File: src/rtl/ctrl_pkg.sv
// Shared control constants for the MIPS controllers.
// Opcodes, state encodings, mux codes, control vector.
package ctrl_pkg;

  localparam int OP_W = 6;
  localparam int ST_W = 4;

  localparam logic [OP_W-1:0] OP_RTYPE = 6'b000000;
  localparam logic [OP_W-1:0] OP_LW    = 6'b100011;
  localparam logic [OP_W-1:0] OP_SW    = 6'b101011;
  localparam logic [OP_W-1:0] OP_BEQ   = 6'b000100;
  localparam logic [OP_W-1:0] OP_ADDI  = 6'b001000;
  localparam logic [OP_W-1:0] OP_J     = 6'b000010;

  typedef enum logic [ST_W-1:0] {
    S_FETCH     = 4'd0,
    S_DECODE    = 4'd1,
    S_MEM_ADR   = 4'd2,
    S_MEM_READ  = 4'd3,
    S_MEM_WB    = 4'd4,
    S_MEM_WRITE = 4'd5,
    S_EXECUTE   = 4'd6,
    S_ALU_WB    = 4'd7,
    S_BRANCH    = 4'd8,
    S_ADDI_EX   = 4'd9,
    S_ADDI_WB   = 4'd10,
    S_JUMP      = 4'd11
  } state_t;

  localparam logic [1:0] ALU_ADD   = 2'b00;
  localparam logic [1:0] ALU_SUB   = 2'b01;
  localparam logic [1:0] ALU_FUNCT = 2'b10;

  localparam logic [1:0] SRCB_REGB   = 2'b00;
  localparam logic [1:0] SRCB_FOUR   = 2'b01;
  localparam logic [1:0] SRCB_IMM    = 2'b10;
  localparam logic [1:0] SRCB_IMM_SH = 2'b11;

  localparam logic [1:0] PC_ALU    = 2'b00;
  localparam logic [1:0] PC_ALUOUT = 2'b01;
  localparam logic [1:0] PC_JUMP   = 2'b10;

  typedef struct packed {
    logic       pc_en;
    logic       ir_write;
    logic       i_or_d;
    logic       mem_write;
    logic       mem_to_reg;
    logic       reg_dst;
    logic       reg_write;
    logic       alu_src_a;
    logic [1:0] alu_src_b;
    logic [1:0] alu_op;
    logic [1:0] pc_src;
    logic       instr_done;
  } ctrl_t;

  function automatic logic op_legal(
    input logic [OP_W-1:0] op
  );
    return (op == OP_RTYPE) || (op == OP_LW) ||
           (op == OP_SW) || (op == OP_BEQ) ||
           (op == OP_ADDI) || (op == OP_J);
  endfunction

endpackage

File: src/rtl/multi_cycle_ctrl_out_dec.sv
// State to control-vector decoder for the multi-cycle FSM.
// Ungated values; handshake and flag gating live in the top.
module ctrl_out_dec
  import ctrl_pkg::*;
(
  input  logic [ST_W-1:0] i_state,
  output ctrl_t           o_ctrl
);

  // Per-state control vector; unlisted fields and states stay 0
  always_comb begin
    o_ctrl = '0;
    case (i_state)
      S_FETCH: begin
        o_ctrl.pc_en     = 1'b1;
        o_ctrl.ir_write  = 1'b1;
        o_ctrl.alu_src_b = SRCB_FOUR;
        o_ctrl.alu_op    = ALU_ADD;
        o_ctrl.pc_src    = PC_ALU;
      end
      S_DECODE: begin
        o_ctrl.alu_src_b = SRCB_IMM_SH;
        o_ctrl.alu_op    = ALU_ADD;
      end
      S_MEM_ADR, S_ADDI_EX: begin
        o_ctrl.alu_src_a = 1'b1;
        o_ctrl.alu_src_b = SRCB_IMM;
        o_ctrl.alu_op    = ALU_ADD;
      end
      S_MEM_READ: begin
        o_ctrl.i_or_d = 1'b1;
      end
      S_MEM_WB: begin
        o_ctrl.mem_to_reg = 1'b1;
        o_ctrl.reg_write  = 1'b1;
        o_ctrl.instr_done = 1'b1;
      end
      S_MEM_WRITE: begin
        o_ctrl.i_or_d     = 1'b1;
        o_ctrl.mem_write  = 1'b1;
        o_ctrl.instr_done = 1'b1;
      end
      S_EXECUTE: begin
        o_ctrl.alu_src_a = 1'b1;
        o_ctrl.alu_src_b = SRCB_REGB;
        o_ctrl.alu_op    = ALU_FUNCT;
      end
      S_ALU_WB: begin
        o_ctrl.reg_dst    = 1'b1;
        o_ctrl.reg_write  = 1'b1;
        o_ctrl.instr_done = 1'b1;
      end
      S_BRANCH: begin
        o_ctrl.alu_src_a  = 1'b1;
        o_ctrl.alu_src_b  = SRCB_REGB;
        o_ctrl.alu_op     = ALU_SUB;
        o_ctrl.pc_src     = PC_ALUOUT;
        o_ctrl.pc_en      = 1'b1;
        o_ctrl.instr_done = 1'b1;
      end
      S_ADDI_WB: begin
        o_ctrl.reg_write  = 1'b1;
        o_ctrl.instr_done = 1'b1;
      end
      S_JUMP: begin
        o_ctrl.pc_src     = PC_JUMP;
        o_ctrl.pc_en      = 1'b1;
        o_ctrl.instr_done = 1'b1;
      end
      default: o_ctrl = '0;
    endcase
  end

endmodule

File: src/rtl/multi_cycle_ctrl.sv
// Multi-cycle MIPS control FSM with memory wait states.
// Moore outputs gated by mem_ready, zero and reset.
module multi_cycle_ctrl
  import ctrl_pkg::*;
(
  input  logic            clk,
  input  logic            rst_n,
  input  logic [OP_W-1:0] op,
  input  logic            zero,
  input  logic            mem_ready,
  output logic            pc_en,
  output logic            ir_write,
  output logic            i_or_d,
  output logic            mem_write,
  output logic            mem_to_reg,
  output logic            reg_dst,
  output logic            reg_write,
  output logic            alu_src_a,
  output logic [1:0]      alu_src_b,
  output logic [1:0]      alu_op,
  output logic [1:0]      pc_src,
  output logic            illegal_op,
  output logic            instr_done,
  output logic [ST_W-1:0] state
);

  state_t r_state;
  state_t w_next;
  ctrl_t  w_cv;

  ctrl_out_dec u_dec (
    .i_state (r_state),
    .o_ctrl  (w_cv)
  );

  // State register with synchronous reset to FETCH
  always_ff @(posedge clk) begin
    if (!rst_n) r_state <= S_FETCH;
    else        r_state <= w_next;
  end

  // Next-state sequencing per instruction class
  always_comb begin
    w_next = S_FETCH;
    case (r_state)
      S_FETCH:
        w_next = mem_ready ? S_DECODE : S_FETCH;
      S_DECODE: begin
        if (op == OP_RTYPE)
          w_next = S_EXECUTE;
        else if (op == OP_LW || op == OP_SW)
          w_next = S_MEM_ADR;
        else if (op == OP_BEQ)
          w_next = S_BRANCH;
        else if (op == OP_ADDI)
          w_next = S_ADDI_EX;
        else if (op == OP_J)
          w_next = S_JUMP;
        else
          w_next = S_FETCH;
      end
      S_MEM_ADR:
        w_next = (op == OP_LW) ? S_MEM_READ
                               : S_MEM_WRITE;
      S_MEM_READ:
        w_next = mem_ready ? S_MEM_WB : S_MEM_READ;
      S_MEM_WRITE:
        w_next = mem_ready ? S_FETCH : S_MEM_WRITE;
      S_EXECUTE: w_next = S_ALU_WB;
      S_ADDI_EX: w_next = S_ADDI_WB;
      default:   w_next = S_FETCH;
    endcase
  end

  // Output gating by handshake, branch flag and reset
  always_comb begin
    pc_en      = w_cv.pc_en;
    ir_write   = w_cv.ir_write;
    i_or_d     = w_cv.i_or_d;
    mem_write  = w_cv.mem_write;
    mem_to_reg = w_cv.mem_to_reg;
    reg_dst    = w_cv.reg_dst;
    reg_write  = w_cv.reg_write;
    alu_src_a  = w_cv.alu_src_a;
    alu_src_b  = w_cv.alu_src_b;
    alu_op     = w_cv.alu_op;
    pc_src     = w_cv.pc_src;
    instr_done = w_cv.instr_done;
    illegal_op = (r_state == S_DECODE) &&
                 !op_legal(op);
    if (r_state == S_FETCH) begin
      pc_en    = mem_ready;
      ir_write = mem_ready;
    end
    if (r_state == S_BRANCH)
      pc_en = zero;
    if (r_state == S_MEM_WRITE)
      instr_done = mem_ready;
    if (!rst_n) begin
      pc_en      = 1'b0;
      ir_write   = 1'b0;
      mem_write  = 1'b0;
      reg_write  = 1'b0;
      illegal_op = 1'b0;
      instr_done = 1'b0;
    end
  end

  assign state = r_state;

endmodule

File: config.mk
export PLATFORM = sky130hd
export DESIGN_NAME = multi_cycle_ctrl
export DESIGN_NICKNAME = d
export VERILOG_FILES = /design/src/rtl/ctrl_pkg.sv /design/src/rtl/multi_cycle_ctrl_out_dec.sv /design/src/rtl/multi_cycle_ctrl.sv
export SDC_FILE = /design/constraint.sdc
export NUM_CORES = 1
export LEC_CHECK = 0
export ABC_AREA = 1
export CORE_AREA = 2 2 39 41
export DETAILED_ROUTE_END_ITERATION = 6
export DIE_AREA = 0 0 41 43
export DONT_BUFFER_PORTS = 1
export GPL_ROUTABILITY_DRIVEN = 0
export GPL_TIMING_DRIVEN = 0
export RECOVER_POWER = 25
export SLEW_MARGIN = 15
export SYNTH_ARGS = -nofsm -noshare
export SYNTH_HDL_FRONTEND = slang
export SYNTH_SLANG_ARGS = --single-unit
File: constraint.sdc
create_clock -name clk -period 1.07 [get_ports clk]
set_clock_uncertainty 0.1 [all_clocks]
set_input_delay 0.0535 -clock clk [delete_from_list [all_inputs] [get_ports clk]]
set_output_delay 0.0535 -clock clk [all_outputs]
set_load 0.02 [all_outputs]
### Yosys cells after proc, flatten, opt, wreduce, memory -nomap -nowiden

Cells that the tools add are included.

| word-level totals | value |
|---|---|
| logic and storage cells | 62 |
| memory bits (writable) | 0 |
| bits in registers | 4 |
| input bits | 10 |
| output and inout port bits | 20 |
| bits in read-only memories | 0 |
| memories | 0 |
| latch bits | 0 |

| cells by class | value |
|---|---|
| shift-type cells | 0 |
| divide/modulo/power cells | 0 |
| add/subtract/negate cells | 0 |
| reduce and logical (&&, ||, !) cells | 15 |
| $mul | 0 |
| $lt $le $gt $ge | 0 |
| bitwise gates (word level) | 0 |
| equality and inequality tests | 16 |
| multiplexer cells | 30 |

Operators by type and width:

| kind | count |
|---|---|
| one-hot mux 4 bit (7 select lines) | 1 |
| two-way mux 4 bit | 5 |
| one-hot mux 4 bit (5 select lines) | 1 |
| two-way mux 1 bit | 19 |
| == test 4 x 3 -> 1 bit (second input constant) | 4 |
| == test 4 bit (second input constant) | 4 |
| == test 6 bit (second input constant) | 2 |
| two-way mux 3 bit | 3 |
| == test 4 x 2 -> 1 bit (second input constant) | 2 |
| == test 6 x 2 -> 1 bit (second input constant) | 1 |
| == test 6 x 3 -> 1 bit (second input constant) | 1 |
| == test 6 x 4 -> 1 bit (second input constant) | 1 |
| zero test 6 bit | 1 |
| logical OR 1 bit | 6 |
| OR reduction 5 bit | 1 |
| == test 4 x 1 -> 1 bit (second input constant) | 1 |
| zero test 4 bit | 1 |
| one-hot mux 2 bit (2 select lines) | 1 |
| OR reduction 2 bit | 2 |
| OR reduction 4 bit | 1 |
| OR reduction 3 bit | 1 |
| logical AND 1 bit | 1 |
| zero test 1 bit | 1 |

### Longest topological paths before layout

Gate-level depths: netlist of the first run.

| logic depth | value |
|---|---|
| word-level depth | 9 |
| mapped depth | 8 |
| depth with buffers taken out | 8 |

### By module

A second synthesis of the first run with hierarchy kept.

| unflattened totals | value |
|---|---|
| cell total of the unflattened synthesis | 124 |
| area total of the unflattened synthesis | 639.4 sq um |

By module, submodules not included:

| module | cells each | instances | sequential area each (sq um) | area each (sq um) |
|---|---|---|---|---|
| multi_cycle_ctrl | 84 | 1 | 80.1 | 467.9 |
| ctrl_out_dec | 40 | 1 | 0.0 | 171.4 |

### Worst setup path after synthesis of the first run

OpenSTA, ideal clock, no wires.

| path | value |
|---|---|
| kind | register to output |
| start point | register r_state[2], in the netlist state[2] |
| end point | output port reg_write |
| data arrival time | 1565 ps |
| slack | -649 ps |
| required time | 917 ps |
| stages on the path, launching flop included | 7 |
| cells stage by stage | dfxtp_1 > inv_2 > nor2_2 > inv_2 > nor2_1 > nor2_1 > a21oi_1 |

| between the ends | value |
|---|---|
| word-level cells in the longest chain between the ends | 4 |
| elaborated cells between the ends (all ways) | 6 |
| classes of those cells | eq/ne (3); mux (2); reduce/logical (1) |

RTL lines:

| what | line | source |
|---|---|---|
| start, declared | multi_cycle_ctrl.sv:27 | `state_t r_state;` |
| start signal, assigned | multi_cycle_ctrl.sv:39 | `else r_state <= w_next;` |
| == test 4 bit / == test 4 x 3 -> 1 bit (equally long branches) | multi_cycle_ctrl_out_dec.sv:13 | `case (i_state)` |
| OR reduction 3 bit (no source line) (*) | -- |  |
| two-way mux 1 bit (*) | multi_cycle_ctrl_out_dec.sv:13 |  |
| two-way mux 1 bit (*) | multi_cycle_ctrl.sv:99 | `if (!rst_n) begin` |
| end, declared | multi_cycle_ctrl.sv:17 | `output logic reg_write,` |

Mark *: on every way between the ends. The rest lies on a longest branch, timed or not.

### Worst setup path after layout of the first run

Ends and elaborated chain as after synthesis.

==> out/qor.yml, run 1 <==
logic_synthesis:
  synth-seq-cells: 4
  synthAdderAreaFrac_pct: 0
  avgSynthCellArea_um2: 5.10
  synth_top_family_by_area: "simple AND/OR/NAND/NOR gates"
  netlist_instances: 102
  syn_area_um2: 520
  syn-num-nets: 112
  yosysWarningCount: 0
  synth_xor_area_share_pct: 0
  synth_seq_area_share_pct: 15.4
  synth_cell_types: 17
  muxShareOfSynthArea_pct: 0
  synth_compound_area_share_pct: 8.89
  synth-simple-area-share_pct: 61.3
setup_path:
  timing.rr.start: "state[0]"
  crit_required_ns: 0.92
  startpoint: "state[2]"
  critPathArrivalTime_ns: 1.34
  worstSetupPathType: "reg -> out"
  reg2reg_slack_ns: -0.26
  crit_fanout: 5
  startpoint_type: "register"
  crit_path_end_kind: "output pin"
placement:
  post-dp-hpwl_um: 1160
  dpl.cell_count: 118
  port_buffers: 0
  placed_area_um2: 658
  dp_slack_ns: -0.300
layout:
  stdcell_count: 131
  regArea_um2: 95.1
  largest_reg_flops: 4
  n_antenna_cell: 0
  areaGrowthSynthToFinish_pct: 67.3
  multiInputGateArea_um2: 547
  postLayoutCellArea_um2: 871
  nets: 127
  post_route_cells_drive_above_1_share_pct: 51.3
  nFillCells: 119
clock_tree:
  cts.sink_count: 4
  root_buffer: "clkbuf_4"
  clk_latency_ns: 0.23
  cts_tree: "built"
  clockBufferDepth: 2
  path_clk_slew_ns: 0.04
  cts_inserted_buffers: 3
  htree_num_levels: 1
timing:
  min_period_over_period_pct: 140
  fin_ws_ns: -0.426
  relSlewSlack_pct: 61.7
  timing.hold.ws_ns: 0.0142
  maxSlewViolCount: 0
  setup_viol: 20
  max_freq_mhz: 669
  finalCriticalPeriod_ns: 1.50
  rsz0062_at_grt: "true"
  hold_violations: 0
  worst_pin_slew_ns: 0.571
detailed_routing:
  routed_wirelength_um: 1550
  route.detailed.drc: 0
  vias_per_cell: 5.19
  wl_per_cell_um: 11.8
  ant_nets: 0
  drt_iter0_markers: 7
  routed-via-count: 680
  drtPass1Iterations: 4
flow_run:
  max_cap_violations: 0
global_route:
  first_global_vias: 629
  grt.total_usage_pct: 20.6
  grt_pass1_wl_um: 2560
  gr-total-overflow: 0
  grt_max_degree: 11
  antenna_found_initial: 0
status:
  status: "finished with violations"
  violations: "setup timing"
min_path:
  hold_class: "in -> reg"
  min_from: "mem_ready"
floorplanning:
  rows: 14
  core_um2: 1380
  ios: 30
  die_w_um: 41
  dieArea_um2: 1760
  start_util_pct: 37.6
  die_y_um: 43
power_and_ir_drop:
  p_leak_nw: 0.394
  power_density_nw_per_um2: 560
  worst_ir_drop_vdd_v: 0.000362
worst max-delay path, stage by stage (launching register included):
cell and delay, ns:
dfxtp_4 0.42, inv_2 0.06, nor2_4 0.12, inv_4 0.06, nor2_4 0.16, nor2_2 0.08, a21oi_4 0.20
stage by stage:
stage / setup TNS (ns) / power (mW) / util (%)
after CTS: -5.29 / 0.496 / 62.1
after detailed placement: -2.10 / 0.270 / 47.6
final: -5.17 / 0.488 / 62.9
after global placement: -2.05 / 0.269 / 47.6
after global routing: -6.38 / 0.520 / 62.9
after floorplan: -0.984 / 0.255 / -
cells in the mapped netlist (all sizes together):
| library cell | instances | share of area (%) |
|---|---|---|
| a21oi | 3 | 2.9 |
| a31oi | 1 | 1.2 |
| clkinv | 1 | 0.72 |
| dfxtp | 4 | 15 |
| inv | 19 | 14 |
| nand2 | 22 | 16 |
| nand3 | 12 | 12 |
| nand4 | 3 | 3.6 |
| nor2 | 32 | 29 |
| nor3 | 1 | 0.96 |
| o211ai | 1 | 1.4 |
| o21ai | 1 | 0.96 |
| o22ai | 2 | 2.4 |
layer usage:
layer | GRT usage (%) | vias to the layer above | share of wire (%)
li1 | - | 349 | -
met1 | 23.2 | 312 | 39
met2 | 36.9 | 19 | 58
met3 | 1.57 | 0 | 3.2
met4 | 8.00 | 0 | 0
met5 | 0 | - | 0
placed cells by master, fill, tap and decap left out:
master / n
a21oi_1: 1
a21oi_2: 1
a21oi_4: 1
a31oi_4: 1
buf_4: 3
buf_6: 7
clkbuf_4: 3
clkinv_1: 1
dfxtp_4: 4
inv_1: 9
inv_2: 6
inv_4: 4
nand2_1: 13
nand2_2: 5
nand2_4: 4
nand3_1: 10
nand3_2: 1
nand3_4: 1
nand4_1: 3
nor2_1: 15
nor2_2: 3
nor2_4: 14
nor3_4: 1
o211ai_1: 1
o21ai_1: 1
o22ai_1: 2
power breakdown:
part	internal, mW	switching, mW	total [mW]
combinational	0.0542	0.0913	0.146
sequential	0.146	0.0134	0.159
clock	0.125	0.0580	0.183
total	0.325	0.163	0.488
timing repair:
| action | 4_1_cts | 5_1_grt |
|---|---|---|
| hold buffers | 0 | 0 |
| gates resized for setup | 31 | 3 |
| buffers inserted | 10 | 0 |
| pin swaps | 18 | 7 |
| endpoints found under the setup margin | 20 | 20 |
cell families (layout without fill, tap and decap cells):
logic type | Yosys count | in the layout
simple gates | 70 | 70
buf+inv | 20 | 33
compound gates | 8 | 8
flops | 4 | 4
final timing paths:
check | end | depth (start not counted)
worst max-delay path | reg_write | 6
worst min-delay path | state[1] | 5
worst max register to register | state[1] | 8
worst min register to register | state[3] | 3
layout make-up:
type | count | share of cell area, %
Inverter | 20 | 9.77
Timing Repair Buffer | 10 | 11.6
Sequential cell | 4 | 10.9
Clock buffer | 3 | 2.59
Multi-Input combinational cell | 78 | 62.8
Tap cell | 16 | 2.30
Power figures use the tool's default switching activity.
==> run 2: changes to the inputs <==
--- a/config.mk
+++ b/config.mk
@@ -17,3 +17,4 @@
 export SYNTH_ARGS = -nofsm -noshare
 export SYNTH_HDL_FRONTEND = slang
 export SYNTH_SLANG_ARGS = --single-unit
+export TNS_END_PERCENT = 5
==> constraint.sdc (replaced) <==
create_clock -name clk -period 1.07 [get_ports clk]
set_clock_uncertainty 0.1 [all_clocks]
set_input_delay 0.0535 -clock clk [delete_from_list [all_inputs] [get_ports clk]]
set_output_delay 0.0535 -clock clk [all_outputs]
set_load 0.005 [all_outputs]
==> run 2 against run 1 <==
The flow still finishes with violations (setup timing). Sequential power fell by 3%. Total power fell by 10%. Via count fell by 5.1%. Combinational power fell by 28%. Die area did not move. Global-route usage fell by 3.1 points. Utilization fell by 9.9 points. Design area fell by 16%. Highest routed layer unchanged.
==> out/qor.yml, run 2 (synthesis gave the netlist of run 1 again) <==
status:
  status: "finished with violations"
  violations: "setup timing"
setup_path:
  timing.rr.start: "state[3]"
  critPathArrivalTime_ns: 1.19
  worstSetupPathType: "reg -> out"
  crit_required_ns: 0.92
  crit_fanout: 5
  startpoint_type: "register"
  crit_path_end_kind: "output pin"
  startpoint: "state[2]"
timing:
  hold_violations: 0
  finalCriticalPeriod_ns: 1.35
  min_period_over_period_pct: 126
  worst_pin_slew_ns: 0.302
  fin_ws_ns: -0.275
  finalSetupTns_ns: -2.83
  relSlewSlack_pct: 79.8
  maxSlewViolCount: 0
  setup_viol: 20
  rsz0062_at_grt: "true"
  max_freq_mhz: 743
layout:
  postLayoutCellArea_um2: 733
  largest_reg_flops: 4
  layout_common_cells: "20 x nand2_1, 17 x nor2_1, 11 x inv_1, 10 x nand3_1, 9 x nor2_4"
  multiInputGateArea_um2: 459
  regArea_um2: 95.1
  mostFrequentLayoutCell: "nand2_1"
  nets: 123
  n_antenna_cell: 0
  post_route_cells_drive_above_1_share_pct: 37.8
  stdcell_count: 127
  areaGrowthSynthToFinish_pct: 40.9
  nFillCells: 147
clock_tree:
  clk_latency_ns: 0.23
  htree_num_levels: 1
  root_buffer: "clkbuf_4"
  path_clk_slew_ns: 0.04
  cts_tree: "built"
  cts_inserted_buffers: 3
  cts.sink_count: 4
  clockBufferDepth: 2
flow_run:
  max_cap_violations: 0
power_and_ir_drop:
  intPower_mw: 0.309
  p_seq_share_pct: 35.1
  p_leak_nw: 0.328
  p_sw_mw: 0.130
  power_density_nw_per_um2: 599
  worst_ir_drop_vdd_v: 0.000493
  comb_power_share_pct: 23.9
  pwr-share-clk_pct: 40.9
  sw_frac_of_total_pct: 29.6
  fin_total_pwr_mw: 0.439
floorplanning:
  start_util_pct: 37.6
  dieArea_um2: 1760
  core_um2: 1380
  ios: 30
  die_y_um: 43
  rows: 14
  die_w_um: 41
global_route:
  first_global_vias: 536
  grt_max_degree: 9
  gr-total-overflow: 0
  antenna_found_initial: 0
  grt_pass1_wl_um: 2100
  grt.total_usage_pct: 17.5
detailed_routing:
  vias_per_cell: 5.08
  drt_iter0_markers: 6
  route.detailed.drc: 0
  routed-via-count: 645
  ant_nets: 0
  drtPass1Iterations: 4
  routed_wirelength_um: 1540
  wl_per_cell_um: 12.1
min_path:
  hold_class: "in -> reg"
  min_from: "mem_ready"
placement:
  placed_area_um2: 561
  post-dp-hpwl_um: 1080
  dp_slack_ns: -0.191
  port_buffers: 0
  dpl.cell_count: 118
-- run 2: cell types whose count changed in the layout (fill, tap and decap cells not counted), sizes merged --
cell and change:
buf -6, clkinv -1, clkinvlp +1, dlygate4sd3 +2
-- run 2: what timing repair did --
item                                   in CTS  in global routing
resized for setup                          13                 16
hold buffers                                2                  0
setup buffers                               4                  0
endpoints found under the hold margin       3                  0
setup endpoints to repair                  20                 20
pin swaps                                  12                 11
-- run 2: power by group through the flow --
stage	Sequential [mW]	Clock (mW)	Combinational [mW]
after global routing	0.155	0.202	0.118
after CTS	0.154	0.191	0.0907
after detailed placement	0.163	0	0.0793
after global placement	0.162	0	0.0785
after floorplan	0.161	0	0.0668
final	0.154	0.180	0.105
-- run 2: per-stage QoR --
step	util, %	hold WS [ns]
finish	53.0	0.0264
global route	53.0	0.0539
CTS	48.5	0.0220
detailed placement	40.5	0.133
global placement	40.5	0.132
floorplan	-	0.124
-- run 2: cell type report --
class | instances | share of cell area [%]
Timing Repair Buffer | 6 | 7.85
Clock buffer | 3 | 3.07
Tap cell | 16 | 2.73
Multi-Input combinational cell | 78 | 62.6
Inverter | 20 | 10.8
Sequential cell | 4 | 13.0
-- run 2: path summary, 6_finish.rpt --
| check | endpoint | slack (ns) | cells after the start |
|---|---|---|---|
| min reg2reg | state[3] | 0.56 | 3 |
| max reg2reg | state[2] | -0.23 | 7 |
| max | instr_done | -0.28 | 6 |
| min | state[1] | 0.03 | 5 |
-- run 2: per-layer routing --
layer,part of all wire [%],global-route usage (%),vias up
met5,0,0,-
met1,37,17.7,282
met4,0,6.00,0
met3,5.4,1.57,0
li1,-,-,343
met2,58,33.4,20
-- run 2: worst max-delay path, stage by stage (launching register included) --
cell	delay, ns
dfxtp_4	0.39
inv_2	0.06
nor2_4	0.11
buf_4	0.13
nand3_1	0.12
nand2_1	0.11
nor2_2	0.04
